### src/rtl/zle_dec_xcb_pkg.sv
// Zero run-length decoder: shared constants and state encoding.
// Token = {run_flag, field}; field is a literal value or a zero count.
package zle_dec_xcb_pkg;

  localparam int unsigned ZLE_W   = 7;
  localparam int unsigned RUN_BIT = ZLE_W;
  localparam int unsigned CNT_W   = ZLE_W;
  localparam int unsigned MAX_CNT = (1 << CNT_W) - 1;

  typedef enum logic [1:0] {
    ST_EMPTY = 2'd0,
    ST_HOLD  = 2'd1,
    ST_RUN   = 2'd2
  } state_e;

endpackage

### src/rtl/zle_dec_xcb_dp.sv
// Decoder datapath: output data register and pending-zero counter.
// rem_eq_0_o looks at the counter value being written this cycle.
module zle_dec_xcb_dp
  import zle_dec_xcb_pkg::*;
#(
  parameter int W = ZLE_W
) (
  input  logic         clk_i,
  input  logic         rst_ni,
  input  logic         load_lit_i,
  input  logic         load_run_i,
  input  logic         dec_i,
  input  logic [W-1:0] cnt_i,
  output logic [W-1:0] d_o,
  output logic         rem_eq_0_o,
  output logic         cnt_eq_0_o
);

  logic [W-1:0] d_q, d_d;
  logic [W-1:0] rem_q, rem_d;

  always_comb begin
    d_d   = d_q;
    rem_d = rem_q;
    if (load_lit_i) begin
      d_d = cnt_i;
    end else if (load_run_i) begin
      d_d   = '0;
      rem_d = cnt_i - W'(1);
    end else if (dec_i) begin
      rem_d = rem_q - W'(1);
    end
  end

  always_ff @(posedge clk_i) begin
    if (!rst_ni) begin
      d_q   <= '0;
      rem_q <= '0;
    end else begin
      d_q   <= d_d;
      rem_q <= rem_d;
    end
  end

  assign d_o        = d_q;
  assign rem_eq_0_o = (rem_d == '0);
  assign cnt_eq_0_o = (cnt_i == '0);

endmodule

### src/rtl/zle_dec_xcb.sv
// Zero run-length decoder: literals pass through, runs expand to zeros.
// Control FSM lives here; data and counter live in the _dp block.
module zle_dec_xcb
  import zle_dec_xcb_pkg::*;
#(
  parameter int W = ZLE_W
) (
  input  logic         clock,
  input  logic         reset,
  input  logic [W:0]   i_d,
  input  logic         i_v,
  output logic         i_b,
  output logic [W-1:0] o_d,
  output logic         o_v,
  input  logic         o_b,
  output logic         err
);

  state_e state_q, state_d;
  logic   err_q;
  logic   accept, out_fire, is_run;
  logic   lit_acc, run_acc, bad_acc, dec;
  logic   rem_eq_0, cnt_eq_0;

  assign is_run   = i_d[W];
  assign accept   = i_v & ~i_b;
  assign out_fire = o_v & ~o_b;
  assign lit_acc  = accept & ~is_run;
  assign run_acc  = accept & is_run & ~cnt_eq_0;
  assign bad_acc  = accept & is_run & cnt_eq_0;
  assign dec      = (state_q == ST_RUN) & out_fire;

  zle_dec_xcb_dp #(.W(W)) u_dp (
    .clk_i      (clock),
    .rst_ni     (reset),
    .load_lit_i (lit_acc),
    .load_run_i (run_acc),
    .dec_i      (dec),
    .cnt_i      (i_d[W-1:0]),
    .d_o        (o_d),
    .rem_eq_0_o (rem_eq_0),
    .cnt_eq_0_o (cnt_eq_0)
  );

  always_ff @(posedge clock) begin
    if (!reset) begin
      state_q <= ST_EMPTY;
      err_q   <= 1'b0;
    end else begin
      state_q <= state_d;
      err_q   <= err_q | bad_acc;
    end
  end

  always_comb begin
    state_d = state_q;
    unique case (state_q)
      ST_EMPTY: begin
        if (lit_acc)      state_d = ST_HOLD;
        else if (run_acc) state_d = rem_eq_0 ? ST_HOLD : ST_RUN;
      end
      ST_HOLD: begin
        if (out_fire) begin
          if (lit_acc)      state_d = ST_HOLD;
          else if (run_acc) state_d = rem_eq_0 ? ST_HOLD : ST_RUN;
          else              state_d = ST_EMPTY;
        end
      end
      ST_RUN: begin
        if (out_fire && rem_eq_0) state_d = ST_HOLD;
      end
      default: state_d = ST_EMPTY;
    endcase
  end

  // Reset forces i_b low so tokens offered during reset are dropped.
  always_comb begin
    o_v = (state_q != ST_EMPTY);
    i_b = reset & ((state_q == ST_RUN) | (o_v & o_b));
  end

  assign err = err_q;

endmodule

### config.mk
export PLATFORM = sky130hd
export DESIGN_NAME = zle_dec_xcb
export DESIGN_NICKNAME = d
export VERILOG_FILES = /design/src/rtl/zle_dec_xcb_pkg.sv /design/src/rtl/zle_dec_xcb_dp.sv /design/src/rtl/zle_dec_xcb.sv
export SDC_FILE = /design/constraint.sdc
export NUM_CORES = 1
export LEC_CHECK = 0
export ABC_CLOCK_PERIOD_IN_PS = 4340
export BUFFER_PORTS_ARGS = -buffer_cell sky130_fd_sc_hd__buf_2
export CAP_MARGIN = 20
export CORE_ASPECT_RATIO = 2
export CORE_MARGIN = 3
export CORE_UTILIZATION = 33
export DETAILED_ROUTE_END_ITERATION = 16
export PLACE_DENSITY_LB_ADDON = 0.15
export SLEW_MARGIN = 20
export SYNTH_ARGS = -nofsm -noshare
export SYNTH_HDL_FRONTEND = slang
export SYNTH_SLANG_ARGS = --single-unit
### constraint.sdc
create_clock -name clock -period 4.34 [get_ports clock]
set_input_delay 0.651 -clock clock [delete_from_list [all_inputs] [get_ports clock]]
set_output_delay 0.651 -clock clock [all_outputs]
set_load 0.01 [all_outputs]
==> impl_metrics.yaml <==
setup_path:
  reg2reg_slack_ns: 1.16
  crit_fanout: 13
  end_kind: "register"
  r2r-start: "state_q[0]"
  rr_worst_depth: 9
  worstSetupStartpointType: "input port"
  critPathKind: "input port to register"
  cp.arrival_ns: 3.39
  worstPathRequired_ns: 4.48
  worstReg2RegEnd: "state_q[1]"
clock_tree:
  cts-root-buf: "clkbuf_8"
  cts_tree: "yes"
  clk_latency_ns: 0.25
  hold_buffers: 0
  numCtsBuffers: 3
  clk_pin_slew_worst_paths_ns: 0.07
  cts_buffer_depth: 2
  cts_setup_buffers: 0
  cts_sinks: 17
  htreeDepth: 1
  cts-resized-gates: 0
status:
  outcome: "finished clean"
logic_synthesis:
  yosysTopAreaCell: "dfxtp_1"
  synth_cells: 148
  synth_top_area_share_pct: 29.2
  netlist_top_cells_count: "dfxtp_1 (17), a21oi_1 (13), nand2_1 (13), nand3_1 (10)"
  synth.most_common_cell: "dfxtp_1"
  synth.distinct_cells: 43
  synth-main-ff-cell: "dfxtp_1"
  ys_seq_area_share_pct: 29.2
  synthArstFlopShare_pct: 0
  synth_edf_count: 0
  synthesis.nets: 163
  synth_area_leaders: "dfxtp_1 (29%), a21oi_1 (5.6%), nand3_1 (4.3%)"
  synth_area_um2: 1160
  syn_avg_cell_area_um2: 7.86
  ys_ff_latch: 17
  ys_warn_count: 0
sta:
  worst_slew_pin_slew_ns: 0.655
  post-route-min-period_ns: 3.25
  finalSetupTns_ns: 0
  hold_viol_final: 0
  setup_violations: 0
  rsz0062_at_grt: "no"
  finalWorstSetupSlack_ns: 1.09
  fin_skew_ns: 0.00543
  fin_crit_sh_pct: 74.9
  finalMaxSlewViolations: 0
  relSlewSlack_pct: 56.4
  fmax_mhz: 308
floorplanning:
  rows: 29
  die_h_um: 90.0
  initial_utilization_pct: 35.6
  die_w_um: 48.0
  die_area_um2: 4320
  ioPinCount: 22
  core-area_um2: 3270
placement:
  pre_cts_ws_ns: 0.859
  place.gp.congestion: 0.888
  dp_cells: 194
  dp_hpwl_mm: 2.77
  io_buffers: 21
grt:
  antenna_found_initial: 0
  grt_pass1_vias: 1256
  grt-ovfl-total: 0
  grt_pass1_wl_mm: 5.68
  grtUsageTotal_pct: 17.9
  grt_max_degree: 15
routing:
  drc: 0
  drtAntennaViolNets: 0
  vias_per_cell: 6.18
  drtPass1Iterations: 5
  routedWlPerCell_um: 18.0
  vias: 1223
  routed_wirelength_mm: 3.57
  dr.first_iter.drc_count: 34
layout:
  num_antenna_cells: 0
  nNetsFinal: 183
  multi_input_area_um2: 762
  syn_to_final_growth_pct: 14.6
  layout-drive-gt1-share_pct: 22.2
  finalNonFillerCells: 198
  fill_cells: 353
  seq_area_um2: 340
worst_hold_path:
  hold_end: "u_dp.d_o[5]"
  hold_depth: 2
  min_from: "u_dp.d_o[5]"
  hp-class: "register to register"
power_and_ir_drop:
  power.density_nw_per_um2: 327
  p_leak_nw: 0.539
  ir_worst_vdd_uv: 199
flow_run:
  cap_viol_max_count: 0
## how the worst max path moves through the flow
stage	startpoint	end	slack [ns]	cells after the start
finish	i_d[2]	state_q[1]	1.09	9
global route	i_d[2]	state_q[1]	1.01	9
CTS	i_d[2]	state_q[1]	1.12	9
detailed placement	i_d[2]	state_q[1]	0.86	9
global placement	i_d[2]	state_q[1]	0.90	9
floorplan	i_d[2]	state_q[1]	1.40	8
## through the flow
stage	area [µm²]	util, %	total power [mW]	hold WS [ns]
5_1_grt	1330	40.8	0.460	0.498
3_5_place_dp	1290	39.4	0.317	0.462
3_3_place_gp	1290	39.4	0.317	0.454
2_1_floorplan	1160	-	0.274	0.492
6_report	1330	40.8	0.437	0.475
4_1_cts	1330	40.8	0.439	0.475
## flip-flops by register name (all words and copies together), names as in the netlist
name,count
u_dp.rem_q,7
state_q,2
err,1
u_dp.d_o,7
## critical path, cell delays in order
cell and delay [ns]:
buf_2 0.13, or4_4 0.55, or2_2 0.35, nand3_1 0.38, a31oi_1 0.15, or3_1 0.39, or4_4 0.49, o2111ai_1 0.21
nand2_1 0.07
## where the power goes
group          internal, mW  switching, mW
sequential            0.169         0.0175
clock                0.0637         0.0578
combinational        0.0540         0.0743
## area by class of cell
| cell class | count | area share, % |
|---|---|---|
| clock buffers | 3 | 3.10 |
| clock inverters | 1 | 0.375 |
| inverters | 7 | 1.97 |
| multi-input cells | 116 | 57.1 |
| flip-flops and latches | 17 | 25.5 |
| well taps | 31 | 2.91 |
| repair buffers | 23 | 9.01 |
## routing by layer
| layer | vias to the layer above | wire, µm | GRT usage (%) |
|---|---|---|---|
| li1 | 586 | - | - |
| met1 | 563 | 1320 | 18.8 |
| met2 | 61 | 1930 | 31.1 |
| met3 | 13 | 160 | 2.20 |
| met4 | 0 | 163 | 9.89 |
| met5 | - | 0 | 0 |
## kinds of logic after synthesis
kind of cell | after synthesis | share of synthesized area, %
XOR/XNOR | 6 | 4.52
flip-flops | 17 | 29.2
AO/OA/AOI/OAI | 39 | 23.2
AND/OR/NAND/NOR | 66 | 32.7
multiplexers | 2 | 1.83
adder cells (fa/ha/maj) | 3 | 3.23
buffers and inverters | 15 | 5.27
## placed cells by master, fill, tap and decap left out, types with 4 or more instances in the layout
master    netlist  final
buf_2           1     21
dfxtp_1        17     17
a21oi_1        13     13
nand2_1        13     13
nand3_1        10     10
inv_1           7      7
nor2_1          7      7
nand2b_1        5      5
and2_1          5      5
nor3_1          4      4
a31oi_1         4      4
Power figures use the tool's default switching activity.
